## config.mk

```make
export PLATFORM = sky130hd
export DESIGN_NAME = food_placer
export DESIGN_NICKNAME = d
export VERILOG_FILES = /design/src/rtl/food_placer.sv
export SDC_FILE = /design/constraint.sdc
export NUM_CORES = 1
export LEC_CHECK = 0
export BUFFER_PORTS_ARGS = -buffer_cell sky130_fd_sc_hd__buf_2
export CELL_PAD_IN_SITES_DETAIL_PLACEMENT = 0
export CELL_PAD_IN_SITES_GLOBAL_PLACEMENT = 1
export CORE_ASPECT_RATIO = 1.4
export CORE_MARGIN = 5
export CORE_UTILIZATION = 30
export DETAILED_ROUTE_END_ITERATION = 10
export PLACE_DENSITY = 0.71
export SYNTH_ARGS = -nofsm -noshare
export SYNTH_HDL_FRONTEND = slang
export SYNTH_SLANG_ARGS = --single-unit
export TNS_END_PERCENT = 30
```

## constraint.sdc

```tcl
create_clock -name clk -period 3.7 [get_ports clk]
set_clock_uncertainty 0.15 [all_clocks]
set_input_delay 0.185 -clock clk [delete_from_list [all_inputs] [get_ports clk]]
set_output_delay 0.185 -clock clk [all_outputs]
set_load 0.1 [all_outputs]
```

## src/rtl/food_placer.sv

```systemverilog
// Turns free-running pos_rng candidates into a legal food position by rejecting off-screen or
// snake-occupied spots. Optional retry cap is enabled by defining FOOD_RETRY_LIMIT_EN.
module food_placer #(
  parameter int unsigned SCREEN_W = 160,
  parameter int unsigned SCREEN_H = 120,
  parameter int unsigned MAX_LEN  = 64,
  parameter int unsigned LEN_W    = 7
`ifdef FOOD_RETRY_LIMIT_EN
  ,
  parameter int unsigned MAX_TRIES = 255
`endif
) (
  input  logic             clk,
  input  logic             rst_n,
  input  logic             req,
  input  logic [7:0]       rng_posX,
  input  logic [6:0]       rng_posY,
  input  logic [LEN_W-1:0] snake_len,
  output logic [LEN_W-1:0] body_addr,
  input  logic [7:0]       body_x,
  input  logic [6:0]       body_y,
  output logic [7:0]       food_x,
  output logic [6:0]       food_y,
  output logic             food_valid,
  output logic             busy,
  output logic             done
`ifdef FOOD_RETRY_LIMIT_EN
  ,
  output logic             fail
`endif
);

  localparam logic [8:0]       XLim   = 9'(SCREEN_W);
  localparam logic [7:0]       YLim   = 8'(SCREEN_H);
  localparam logic [LEN_W-1:0] MaxLen = LEN_W'(MAX_LEN);

  typedef enum logic [1:0] {StIdle, StSample, StScan, StDone} state_e;

  state_e           state_q;
  logic [7:0]       cand_x_q;
  logic [6:0]       cand_y_q;
  logic [LEN_W-1:0] idx_q;
  logic             cmp_valid_q;

  logic [LEN_W-1:0] len_eff;
  logic [LEN_W-1:0] last_idx;
  logic             off_screen;
  logic             hit;
  logic             reject;

  always_comb begin
    len_eff    = (snake_len > MaxLen) ? MaxLen : snake_len;
    last_idx   = len_eff - LEN_W'(1);
    off_screen = ({1'b0, rng_posX} >= XLim) || ({1'b0, rng_posY} >= YLim);
    hit        = (body_x == cand_x_q) && (body_y == cand_y_q);
    reject     = ((state_q == StSample) && off_screen) ||
                 ((state_q == StScan) && cmp_valid_q && hit);
  end

  assign busy = (state_q != StIdle);

`ifdef FOOD_RETRY_LIMIT_EN
  localparam logic [7:0] TryCap = 8'(MAX_TRIES);
  logic [7:0] rej_cnt_q;
`endif

  always_ff @(posedge clk or negedge rst_n) begin
    if (!rst_n) begin
      state_q     <= StIdle;
      cand_x_q    <= '0;
      cand_y_q    <= '0;
      idx_q       <= '0;
      cmp_valid_q <= 1'b0;
      body_addr   <= '0;
      food_x      <= '0;
      food_y      <= '0;
      food_valid  <= 1'b0;
      done        <= 1'b0;
`ifdef FOOD_RETRY_LIMIT_EN
      rej_cnt_q   <= '0;
      fail        <= 1'b0;
`endif
    end else begin
      done <= 1'b0;
`ifdef FOOD_RETRY_LIMIT_EN
      fail <= 1'b0;
`endif
      unique case (state_q)
        StIdle: begin
          if (req) begin
            food_valid <= 1'b0;
`ifdef FOOD_RETRY_LIMIT_EN
            rej_cnt_q  <= '0;
`endif
            state_q    <= StSample;
          end
        end
        StSample: begin
          cand_x_q <= rng_posX;
          cand_y_q <= rng_posY;
          if (off_screen) begin
            state_q <= StSample;
          end else if (len_eff == '0) begin
            // Nothing to scan: publish straight from the sampled candidate
            food_x     <= rng_posX;
            food_y     <= rng_posY;
            food_valid <= 1'b1;
            done       <= 1'b1;
            state_q    <= StDone;
          end else begin
            body_addr   <= '0;
            idx_q       <= '0;
            cmp_valid_q <= 1'b0;
            state_q     <= StScan;
          end
        end
        StScan: begin
          // Read data lags the address by one cycle, so the first SCAN cycle has nothing to compare
          cmp_valid_q <= 1'b1;
          if (body_addr != last_idx) begin
            body_addr <= body_addr + LEN_W'(1);
          end
          if (cmp_valid_q) begin
            if (hit) begin
              state_q <= StSample;
            end else if (idx_q == last_idx) begin
              food_x     <= cand_x_q;
              food_y     <= cand_y_q;
              food_valid <= 1'b1;
              done       <= 1'b1;
              state_q    <= StDone;
            end else begin
              idx_q <= idx_q + LEN_W'(1);
            end
          end
        end
        StDone: begin
          state_q <= StIdle;
        end
        default: begin
          state_q <= StIdle;
        end
      endcase
`ifdef FOOD_RETRY_LIMIT_EN
      if (reject) begin
        rej_cnt_q <= rej_cnt_q + 8'd1;
        if (rej_cnt_q + 8'd1 == TryCap) begin
          fail    <= 1'b1;
          state_q <= StIdle;
        end
      end
`endif
    end
  end

`ifndef FOOD_RETRY_LIMIT_EN
  logic unused_reject;
  assign unused_reject = reject;
`endif

endmodule

```

* Yosys cells after proc, flatten, opt, wreduce, memory -nomap -nowiden
Index checks and enable logic that the tools add are counted.
Operators by class: muxes and demuxes 44, reductions and logical operators 13, order comparisons 3, equal/unequal tests 17, add/subtract/negate cells 3
Operators by type and width (number):
- two-way mux 7 bit | 12
- one-hot mux 7 bit (2 select lines) | 3
- two-way mux 8 bit | 5
- one-hot mux 8 bit (2 select lines) | 1
- adder 7 x 1 -> 7 bit (second input constant) | 2
- == test 7 bit | 2
- two-way mux 1 bit | 14
- != test 2 bit (second input constant) | 6
- AND reduction 6 bit | 2
- two-way mux 2 bit | 5
- == test 8 bit | 1
- >= comparator 8 bit (second input constant) | 1
- one-hot mux 2 bit (4 select lines) | 1
- >= comparator 7 bit (second input constant) | 1
- greater-than comparator 7 bit (second input constant) | 1
- zero test 7 bit | 1
- != test 7 bit | 1
- AND reduction 7 bit | 1
- subtractor 7 x 1 -> 7 bit (second input constant) | 1
- != test 2 x 1 -> 1 bit (second input constant) | 3
- AND reduction 3 bit | 2
- == test 2 bit (second input constant) | 2
- one-hot mux 1 bit (2 select lines) | 2
- AND reduction 4 bit | 1
- 8 further kinds | 9
Storage, ports and cells: output and inout bits 25, register bits 49, input port bits 40

* Logic depth before layout (Yosys ltp)
Gate-level depths: netlist of the first run.
depth after elaboration 8, mapped depth 12

* Worst setup path before layout of the first run
OpenSTA, ideal clock, no wires.
kind input-to-reg, start input snake_len[6], end register food_x[5], path buffers 3, stages on the path 11, arrival time 3.098 ns, slack 0.327 ns, cells stage by stage clkbuf_1 > nand2b_1 > ha_1 > or4b_2 > o311a_1 > xnor2_1 > or4_1 > buf_6 > nor4_4 > buf_6 > mux2_2
Between the ends: cells in the longest elaborated chain, start to end 6, elaborated cells between the ends (all ways) 8
Ends and longest elaborated chain:
- start, declared | RTL line 18 | input logic [LEN_W-1:0] snake_len,
- greater-than comparator 7 bit | RTL line 52 | len_eff = (snake_len > MaxLen) ? MaxLen : snake_len;
- two-way mux 7 bit (*) | RTL line 52
- subtractor 7 x 1 -> 7 bit | RTL line 53 | last_idx = len_eff - LEN_W'(1);
- == test 7 bit | RTL line 126 | end else if (idx_q == last_idx) begin
- != test 2 x 1 -> 1 bit (no line)
- AND reduction 6 bit (no line) (*)
- end signal, assigned | RTL line 105 | food_x <= rng_posX;
- end signal, assigned | RTL line 127 | food_x <= cand_x_q;
- end, declared | RTL line 22 | output logic [7:0] food_x,
Every way passes the cells marked *; elsewhere a longest branch is shown, timed or not. A chain may end at the register's enable or synchronous reset.

* Worst setup path after layout of the first run
start input snake_len[6], end register food_x[6]
Same word-level chain as after synthesis.

==> results of run 1 <==
## sequential cells by signal (all words and copies together) (netlist names)
register     cells
body_addr        7
cand_x_q         8
cand_y_q         7
cmp_valid_q      1
done             1
food_valid       1
food_x           8
food_y           7
idx_q            7
state_q          2
## through the flow
step / instances / power [mW] / util / worst slack [ps] / hold WS [ps]
finish: 502 / 2.547 / 0.3755 / 524.6 / 13.98
global route: 502 / 2.708 / 0.3755 / 383.8 / 16.93
CTS: 502 / 2.574 / 0.3755 / 532.4 / 9.982
detailed placement: 485 / 2.099 / 0.3526 / 251.1 / 49.98
global placement: 485 / 2.076 / 0.3526 / 293.8 / 48.63
floorplan: 286 / 1.807 / - / 327.0 / -260.6
## final cells by class
type,instances,area (sq um),area share
Clock buffer,6,128.9,0.03352
Clock inverter,2,15.01,0.003905
Sequential cell,49,1226,0.3189
Timing Repair Buffer,82,478.0,0.1243
Inverter,8,30.03,0.007810
Multi-Input combinational cell,217,1794,0.4666
Tap cell,138,172.7,0.04491
## cells in the final DEF (no fill, tap or decap), types with 3 or more instances in the layout
cell	n
dfrtp_1	49
nand3b_1	3
mux2i_1	4
nor2_1	7
nand4_1	3
ha_1	6
xnor2_1	9
or4_1	5
o21ai_0	4
nand2_1	10
nor2b_1	3
nand2b_1	6
xor2_1	17
inv_1	8
dlygate4sd3_1	9
o211ai_1	5
o41ai_1	4
nor3b_1	3
buf_2	64
mux2_2	45
clkbuf_16	5
nor4_1	4
a2111oi_0	6
a211o_1	6
nand3_1	4
buf_4	9
a21oi_1	9
and3_1	7
or2_2	3
o31ai_1	8
## metal layers
metal	track usage	wire, um	vias to the layer above
met5	0	0	-
met4	0.03936	90	0
met3	0.03379	450	6
met2	0.2265	4033	65
met1	0.1641	3445	1246
li1	-	-	1243
## cell families (layout without fill, tap and decap cells)
kind of cell | after synthesis | after routing | synth area share
multiplexers | 50 | 50 | 0.1796
adder cells (fa/ha/maj) | 6 | 6 | 0.02415
buffers and inverters | 20 | 98 | 0.02979
AO/OA/AOI/OAI | 64 | 64 | 0.1542
AND/OR/NAND/NOR | 71 | 71 | 0.1445
XOR/XNOR | 26 | 26 | 0.07327
flip-flops | 49 | 49 | 0.3945
## worst max-delay path, delay by kind of cell
family          cells  cell delay, ps
simple gates        4            1620
buf+inv             2             510
mux                 1             360
fa+ha+maj           1             190
compound gates      1             170
xor+xnor            1             150
## worst max path at each step
| stage | startpoint | endpoint | slack, ps |
|---|---|---|---|
| 2_1_floorplan | snake_len[6] | food_x[5] | 330 |
| 3_3_place_gp | snake_len[6] | food_x[0] | 290 |
| 3_5_place_dp | snake_len[6] | food_y[0] | 250 |
| 4_1_cts | snake_len[6] | food_y[0] | 530 |
| 5_1_grt | snake_len[6] | food_x[5] | 380 |
| 6_report | snake_len[6] | food_x[6] | 520 |
## power groups by stage
stage | registers [mW] | clock network (mW) | logic [mW]
floorplan | 1.17 | 0 | 0.638
global placement | 0.826 | 0 | 1.25
detailed placement | 0.835 | 0 | 1.26
CTS | 0.825 | 0.472 | 1.28
global route | 0.850 | 0.495 | 1.36
finish | 0.821 | 0.461 | 1.26
==> flow_metrics.py, run 1 <==
metrics = {
    "worst_setup_path": {
        "cp-end-kind": "flop",
        "worst_path_largest_cell_delay_ps": 580,
        "arrival_ps": 3200,
        "worst_setup_path_start_kind": "input pin",
        "reg2reg_from": "idx_q[6]",
        "r2r_slack_ps": 850,
        "critical-path-slowest-cell": "or4b_2",
        "critical_path.reg2reg.endpoint": "food_x[6]",
        "timing.reg2reg.worst_path_depth": 7,
        "required_time_at_the_worst_slack_endpoint_ps": 3730,
        "crit_type": "in -> reg",
        "timing.critical_path.fanout_max": 16,
        "ordered_cell_list_for_the_critical_path": "buf_2 -> or2b_1 -> ha_1 -> or4b_2 -> o311a_1 -> xnor2_1 -> or4_1 -> nor4_4 -> buf_4 -> mux2_2",
    },
    "layout": {
        "fill_cells": 1102,
        "drive_above_1_share": 0.3709,
        "area.growth.synth_to_final_pct": 23.71,
        "cell_area_after_layout_sq_mm": 0.003845,
        "num-nets-final": 409,
        "antenna_cells_inserted": 0,
    },
    "global_routing": {
        "via_count_of_the_first_global_routing_pass": 2673,
        "grt_pass1_wl_mm": 13.23,
        "number_of_antenna_violations_at_the_first_check_in_global_routing": 0,
        "largest_net_degree_at_the_start_of_global_routing": 28,
        "grt_overflow_total": 0,
        "groute.usage.overall": 0.1329,
    },
    "min_path": {
        "hold_depth": 2,
        "timing.hold.worst_endpoint": "cand_x_q[6]",
        "timing.hold.worst.start": "rng_posX[6]",
        "min-delay-path-class": "in -> reg",
    },
    "detailed_routing": {
        "drt-vias-per-instance": 5.100,
        "wl_per_cell_um": 15.97,
        "drtPass1Iterations": 4,
        "post-route-drc-count": 0,
        "wirelength_mm": 8.019,
        "vias": 2560,
        "route.antenna.remaining_nets": 0,
        "drt-initial-drc-count": 69,
    },
    "synthesis": {
        "synth_area_leader_cell": "dfrtp_1",
        "synth-seq-cells": 49,
        "synth_fp_nets": 332,
        "synth-edff-count": 0,
        "synth.yosys.seq_area_share": 0.3945,
        "ys_warn_count": 0,
        "synthesized_instance_count": 286,
        "async_reset_ff_frac": 1.000,
        "synth_top_area_frac": 0.3945,
        "ys_top_cells_by_area": "dfrtp_1 39%, mux2_2 16%, xor2_1 4.8%, xnor2_1 2.5%, ha_1 2.4%",
        "synth_common_cells": "49 x dfrtp_1, 45 x mux2_2, 17 x xor2_1, 10 x nand2_1",
        "yosys.cell_types.count": 57,
        "synth_area_per_cell_sq_um": 10.87,
        "synth_ff_type": "dfrtp_1",
        "yosysMostFrequentCell": "dfrtp_1",
        "synth.cell_area_sq_mm": 0.003108,
    },
    "pwr": {
        "sw_frac_of_total": 0.4655,
        "cell_internal_pwr_mw": 1.361,
        "power.share.clock": 0.181,
        "ir_drop_mv": 0.4557,
        "total_switching_power_mw": 1.186,
        "p_comb_frac": 0.496,
        "power_frac_seq": 0.322,
        "p_per_area_mw_per_mm2": 662.4,
        "cellLeakagePower_nw": 1.762,
    },
    "placement": {
        "place_hpwl_mm": 6.086,
        "gp_congestion": 0.7705,
        "portBuffers": 64,
        "placedInstanceArea_sq_mm": 0.003611,
    },
    "timing": {
        "final_period_minus_worst_setup_slack_ps": 3175,
        "rsz0062_at_grt": "no",
        "tightest_pin_transition_ps": 581.3,
        "report.final.slew_viol_count": 0,
        "max_freq_mhz": 314.9,
        "report.final.hold_viol_count": 0,
        "slew_headroom": 0.6099,
        "timing.setup.tns_ps": 0,
        "finalSetupViolations": 0,
        "timing.final.crit_share": 0.8582,
    },
    "clock_network": {
        "clk_pin_slew_worst_paths_ps": 70,
        "cts_setup_buffers": 0,
        "numClockSinks": 49,
        "cts_buffer_depth": 2,
        "clkLatencyLatePin_ps": 290,
        "cts.hold.buffers_added": 9,
        "tritoncts": "done",
        "root_buffer": "clkbuf_16",
        "cts-htree-levels": 2,
        "post_cts.resized_instances": 0,
        "cts_inserted_buffers": 5,
    },
    "outcome": {
        "result_of_the_run": "complete, no violations",
    },
    "die": {
        "design.core.area_sq_mm": 0.01024,
        "ios": 65,
        "fp.dieArea_sq_mm": 0.01252,
        "die_span_x_um": 96.02,
        "chipHeight_um": 130.4,
        "start_util": 0.3035,
        "count_of_standard_cell_rows": 44,
    },
    "flow_run": {
        "cap_viol_max_count": 0,
    },
}
Note: power is estimated with default switching activity, not from simulation.
==> run 2: changes to the inputs <==
Settings changed: CAP_MARGIN set to 20, CORE_MARGIN 5 to 2.
==> flow_metrics.py, run 2 (synthesis results as in run 1) <==
metrics = {
    "timing": {
        "timing.setup.tns_ps": 0,
        "tightest_pin_transition_ps": 584.3,
        "finalSetupViolations": 0,
        "final_period_minus_worst_setup_slack_ps": 3134,
        "max_freq_mhz": 319.0,
        "final.hold.worst_slack_ps": 12.41,
        "timing.final.crit_share": 0.8471,
        "report.final.hold_viol_count": 0,
        "report.final.slew_viol_count": 0,
        "rsz0062_at_grt": "no",
        "slew_headroom": 0.6078,
    },
    "pwr": {
        "total_switching_power_mw": 1.166,
        "ir_drop_mv": 0.5850,
        "cell_internal_pwr_mw": 1.377,
        "cellLeakagePower_nw": 1.771,
        "sw_frac_of_total": 0.4586,
        "power.share.clock": 0.180,
        "power_frac_seq": 0.322,
        "post-layout-total-power_mw": 2.543,
        "p_comb_frac": 0.497,
        "p_per_area_mw_per_mm2": 658.8,
    },
    "placement": {
        "gp_congestion": 0.8230,
        "place_hpwl_mm": 5.894,
        "placedInstanceArea_sq_mm": 0.003623,
        "portBuffers": 64,
    },
    "detailed_routing": {
        "route.antenna.remaining_nets": 0,
        "wl_per_cell_um": 15.42,
        "post-route-drc-count": 0,
        "vias": 2578,
        "wirelength_mm": 7.725,
        "drtPass1Iterations": 4,
        "drt-initial-drc-count": 86,
        "drt-vias-per-instance": 5.146,
    },
    "layout": {
        "area.growth.synth_to_final_pct": 24.19,
        "seq_area_sq_mm": 0.001226,
        "antenna_cells_inserted": 0,
        "final_common_cell": "buf_2",
        "fill_cells": 1081,
        "num-nets-final": 409,
        "cell_area_after_layout_sq_mm": 0.003860,
        "biggestRegsByFlops": "cand_x_q (8), food_x (8)",
        "multi_input_gate_area_in_the_final_layout_sq_mm": 0.001794,
        "drive_above_1_share": 0.3719,
        "mostFrequentLayoutCells": "64 x buf_2, 49 x dfrtp_1, 45 x mux2_2",
    },
    "global_routing": {
        "via_count_of_the_first_global_routing_pass": 2692,
        "grt_overflow_total": 0,
        "number_of_antenna_violations_at_the_first_check_in_global_routing": 0,
        "groute.usage.overall": 0.1417,
        "largest_net_degree_at_the_start_of_global_routing": 36,
        "grt_pass1_wl_mm": 13.04,
    },
    "worst_setup_path": {
        "critical-path-slowest-cell": "or4b_2",
        "timing.critical_path.fanout_max": 16,
        "required_time_at_the_worst_slack_endpoint_ps": 3720,
        "ordered_cell_list_for_the_critical_path": "buf_2 -> or2b_1 -> ha_1 -> or4b_2 -> o311a_1 -> xnor2_1 -> or4_1 -> nor4_4 -> buf_12 -> mux2_2",
        "cp-end-kind": "flop",
        "crit_type": "in -> reg",
        "worst_path_largest_cell_delay_ps": 600,
        "arrival_ps": 3160,
        "worst_setup_path_start_kind": "input pin",
    },
    "die": {
        "start_util": 0.3035,
        "die_span_x_um": 90.02,
        "chipHeight_um": 124.4,
        "fp.dieArea_sq_mm": 0.01120,
        "design.core.area_sq_mm": 0.01024,
        "count_of_standard_cell_rows": 44,
        "ios": 65,
    },
    "clock_network": {
        "cts_inserted_buffers": 5,
        "post_cts.resized_instances": 0,
        "root_buffer": "clkbuf_16",
        "cts_buffer_depth": 2,
        "cts-htree-levels": 2,
        "tritoncts": "done",
        "numClockSinks": 49,
        "clkLatencyLatePin_ps": 290,
        "clk_pin_slew_worst_paths_ps": 60,
    },
    "flow_run": {
        "cap_viol_max_count": 0,
    },
    "min_path": {
        "min-delay-path-class": "in -> reg",
    },
    "outcome": {
        "result_of_the_run": "complete, no violations",
    },
}
## run 2: cell count changes in the layout (fill, tap and decap cells not counted), sizes merged
cell / previous run / this run
clkinvlp: 2 / 1
## run 2: power by group through the flow
stage / combinational [mW] / sequential, mW / clock [mW]
3_5_place_dp: 1.27 / 0.832 / 0
3_3_place_gp: 1.25 / 0.824 / 0
4_1_cts: 1.28 / 0.824 / 0.474
6_report: 1.27 / 0.820 / 0.458
5_1_grt: 1.36 / 0.844 / 0.490
2_1_floorplan: 0.638 / 1.17 / 0
## run 2: metrics by stage
step	instances	worst slack [ps]	util
4_1_cts	501	561.3	0.3770
5_1_grt	501	398.6	0.3770
3_3_place_gp	485	352.4	0.3539
2_1_floorplan	286	327.0	-
6_report	501	565.6	0.3770
3_5_place_dp	485	262.3	0.3539
## run 2: routing by layer
metal	vias to the layer above	global-route usage	part of all wire
li1	1237	-	-
met1	1257	0.1722	0.42
met2	75	0.2490	0.52
met3	9	0.02783	0.045
met4	0	0.04796	0.015
met5	-	0	0
## run 2: timing repair
item                                   CTS  global route
endpoints found under the hold margin   22             0
setup buffers                            0             0
hold buffers                             9             0
## run 2: critical path: cells and delay by family
kind,cells,cell delay (ps)
compound gates,1,170
xor+xnor,1,150
fa+ha+maj,1,170
buf+inv,2,430
mux,1,350
simple gates,4,1700
## run 2: layout make-up
class	instances	share of cell area
repair buffers	82	0.1271
multi-input cells	217	0.4648
clock inverters	1	0.001945
inverters	8	0.007780
well taps	138	0.04473
flip-flops and latches	49	0.3177
clock buffers	6	0.03598
## run 2: worst paths after layout
| path | from | endpoint | slack (ps) | cells after the start |
|---|---|---|---|---|
| worst max-delay path | snake_len[6] | food_x[5] | 570 | 10 |
| worst min-delay path | rng_posX[6] | cand_x_q[6] | 10 | 2 |
| worst max register to register | idx_q[6] | food_x[5] | 890 | 7 |
| worst min register to register | cand_x_q[3] | food_x[3] | 400 | 1 |
| max in group asynchronous | rst_n | idx_q[4] | 2420 | 3 |
| min in group asynchronous | rst_n | food_y[0] | 190 | 2 |
==> run 3: changes to the inputs <==
Settings changed: ABC_AREA set to 1, PLACE_DENSITY 0.71 to 0.77.
Clock period 3.7 ns to 2.6 ns, I/O delays scaled along.
==> flow_metrics.py, run 3 <==
metrics = {
    "die": {
        "design.core.area_sq_mm": 0.01029,
        "chipHeight_um": 125.0,
        "ios": 65,
        "fp.dieArea_sq_mm": 0.01130,
        "count_of_standard_cell_rows": 44,
        "die_span_x_um": 90.42,
        "start_util": 0.3047,
    },
    "detailed_routing": {
        "wirelength_mm": 8.311,
        "wl_per_cell_um": 12.85,
        "vias": 2947,
        "drt-initial-drc-count": 93,
        "post-route-drc-count": 0,
        "route.antenna.remaining_nets": 0,
        "drt-vias-per-instance": 4.555,
        "drtPass1Iterations": 4,
    },
    "layout": {
        "cell_area_after_layout_sq_mm": 0.003936,
        "mostFrequentLayoutCells": "135 x nand2_1, 64 x buf_2, 49 x dfrtp_1",
        "antenna_cells_inserted": 0,
        "drive_above_1_share": 0.2043,
        "final_common_cell": "nand2_1",
        "fin_util": 0.3824,
        "biggestRegsByFlops": "cand_x_q (8), food_x (8)",
        "area.growth.synth_to_final_pct": 25.49,
        "num-nets-final": 554,
        "fill_cells": 1118,
    },
    "placement": {
        "place_hpwl_mm": 6.470,
        "portBuffers": 64,
        "gp_congestion": 0.8599,
        "dpl_worst_slack_ps": 109.7,
        "placedInstanceArea_sq_mm": 0.003620,
    },
    "worst_setup_path": {
        "cp-end-kind": "flop",
        "ordered_cell_list_for_the_critical_path": "dlygate4sd3_1 -> buf_2 -> o21ai_0 -> o21ai_1 -> a21boi_0 -> nand2_1 -> nor2_2 -> nand3_4 -> nand2_1 -> nand2_1",
        "timing.critical_path.buf_inv": 2,
        "critical-path-top-delay-family": "simple AND/OR/NAND/NOR gates",
        "worst_path_largest_cell_delay_ps": 530,
        "crit_type": "in -> reg",
        "required_time_at_the_worst_slack_endpoint_ps": 2630,
        "worst_setup_path_start_kind": "input pin",
        "critical-path-slowest-cell": "dlygate4sd3_1",
        "crit_top_cell": "nand2_1",
        "arrival_ps": 2270,
        "timing.critical_path.fanout_max": 15,
    },
    "pwr": {
        "post-layout-total-power_mw": 4.522,
        "ir_drop_mv": 0.3554,
        "p_comb_frac": 0.550,
        "power.share.clock": 0.171,
        "cell_internal_pwr_mw": 2.093,
        "power_frac_seq": 0.279,
        "cellLeakagePower_nw": 1.981,
        "p_per_area_mw_per_mm2": 1149,
        "sw_frac_of_total": 0.5371,
        "total_switching_power_mw": 2.429,
    },
    "synthesis": {
        "synth-edff-count": 0,
        "synth.yosys.seq_area_share": 0.3909,
        "synth-seq-cells": 49,
        "async_reset_ff_frac": 1.000,
        "yosys.cell_types.count": 31,
        "ys_top_cells_by_area": "dfrtp_1 39%, nand2_1 16%, o21ai_0 6.9%, nand4_1 5.0%, nand3_1 4.8%",
        "synth_top_area_frac": 0.3909,
        "synth_area_leader_cell": "dfrtp_1",
        "synth.cell_area_sq_mm": 0.003137,
        "synth_common_cells": "135 x nand2_1, 49 x dfrtp_1, 43 x o21ai_0, 39 x inv_1, 30 x nand3_1",
        "synth_ff_type": "dfrtp_1",
        "synthesized_instance_count": 429,
        "synth_fp_nets": 475,
        "yosysMostFrequentCell": "nand2_1",
        "synth_area_per_cell_sq_um": 7.312,
        "ys_warn_count": 0,
    },
    "global_routing": {
        "number_of_antenna_violations_at_the_first_check_in_global_routing": 0,
        "grt_overflow_total": 0,
        "grt_pass1_wl_mm": 14.17,
        "via_count_of_the_first_global_routing_pass": 2956,
        "groute.usage.overall": 0.1539,
        "largest_net_degree_at_the_start_of_global_routing": 28,
    },
    "timing": {
        "timing.setup.tns_ps": 0,
        "report.final.slew_viol_count": 0,
        "max_freq_mhz": 445.8,
        "timing.final.crit_share": 0.8628,
        "final_period_minus_worst_setup_slack_ps": 2243,
        "finalSetupViolations": 0,
        "report.final.hold_viol_count": 0,
        "slew_headroom": 0.6256,
        "rsz0062_at_grt": "no",
        "layout_setup_ws_ps": 356.8,
        "tightest_pin_transition_ps": 561.6,
    },
    "flow_run": {
        "cap_viol_max_count": 0,
    },
    "clock_network": {
        "tritoncts": "done",
        "cts-htree-levels": 2,
        "cts_buffer_depth": 2,
        "clk_pin_slew_worst_paths_ps": 70,
        "root_buffer": "clkbuf_16",
        "cts_inserted_buffers": 5,
        "clkLatencyLatePin_ps": 290,
        "numClockSinks": 49,
        "post_cts.resized_instances": 0,
        "cts.hold.buffers_added": 14,
        "cts_setup_buffers": 0,
    },
    "outcome": {
        "result_of_the_run": "complete, no violations",
    },
    "min_path": {
        "min-delay-path-class": "in -> reg",
    },
}
[run 3: worst register-to-register path: cells and delay by family (launching register included)]
family | cells | cell delay (ps)
buf+inv | 2 | 290
flops | 1 | 400
simple gates | 6 | 1010
fa+ha+maj | 1 | 220
[run 3: path summary, 6_finish.rpt]
kind / slack, ps / from / end / depth (start not counted)
max: 360 / rng_posX[5] / food_y[2] / 10
min: 2 / rng_posX[6] / cand_x_q[6] / 3
max reg2reg: 410 / state_q[0] / food_y[2] / 9
min reg2reg: 320 / food_x[3] / food_x[3] / 2
max in group asynchronous: 1300 / rst_n / cand_x_q[6] / 3
min in group asynchronous: 210 / rst_n / food_y[6] / 2
[run 3: layout make-up]
class	count	area [sq um]	share of cell area
multi-input cells	326	1690	0.4294
clock inverters	2	37.54	0.009536
well taps	138	172.7	0.04387
flip-flops and latches	49	1226	0.3115
inverters	40	150.1	0.03814
repair buffers	86	520.5	0.1322
clock buffers	6	138.9	0.03528
[run 3: logic make-up (layout without fill, tap and decap cells)]
| kind of cell | count (synthesis) | after routing | synth area share |
|---|---|---|---|
| and+or+nand+nor | 245 | 245 | 0.3614 |
| buffers and inverters | 54 | 134 | 0.07020 |
| AOI/OAI and AO/OA | 49 | 49 | 0.08098 |
| DFF | 49 | 49 | 0.3909 |
| xor gates and xnor gates | 26 | 26 | 0.07260 |
| adders and majority gates | 6 | 6 | 0.02393 |
[run 3: metal layers]
layer	wire length, um	global-route usage	up-vias	share of wire
li1	-	-	1542	-
met1	3570	0.1852	1331	0.43
met2	4340	0.2884	65	0.52
met3	295	0.01867	9	0.035
met4	104	0.03891	0	0.013
met5	0	0	-	0
[run 3: stage by stage]
| stage | hold WS (ps) | instances |
|---|---|---|
| after floorplan | -315.6 | 429 |
| after global placement | -8.760 | 625 |
| after detailed placement | -6.321 | 625 |
| after CTS | 7.470 | 647 |
| after global routing | 15.08 | 647 |
| final | 2.440 | 647 |
[run 3: power by group through the flow]
stage / Combinational (mW) / Clock (mW) / Sequential [mW]
4_1_cts: 2.52 / 0.790 / 1.27
5_1_grt: 2.73 / 0.825 / 1.30
3_3_place_gp: 2.46 / 0 / 1.27
2_1_floorplan: 1.12 / 0 / 2.12
3_5_place_dp: 2.50 / 0 / 1.28
6_report: 2.49 / 0.772 / 1.26
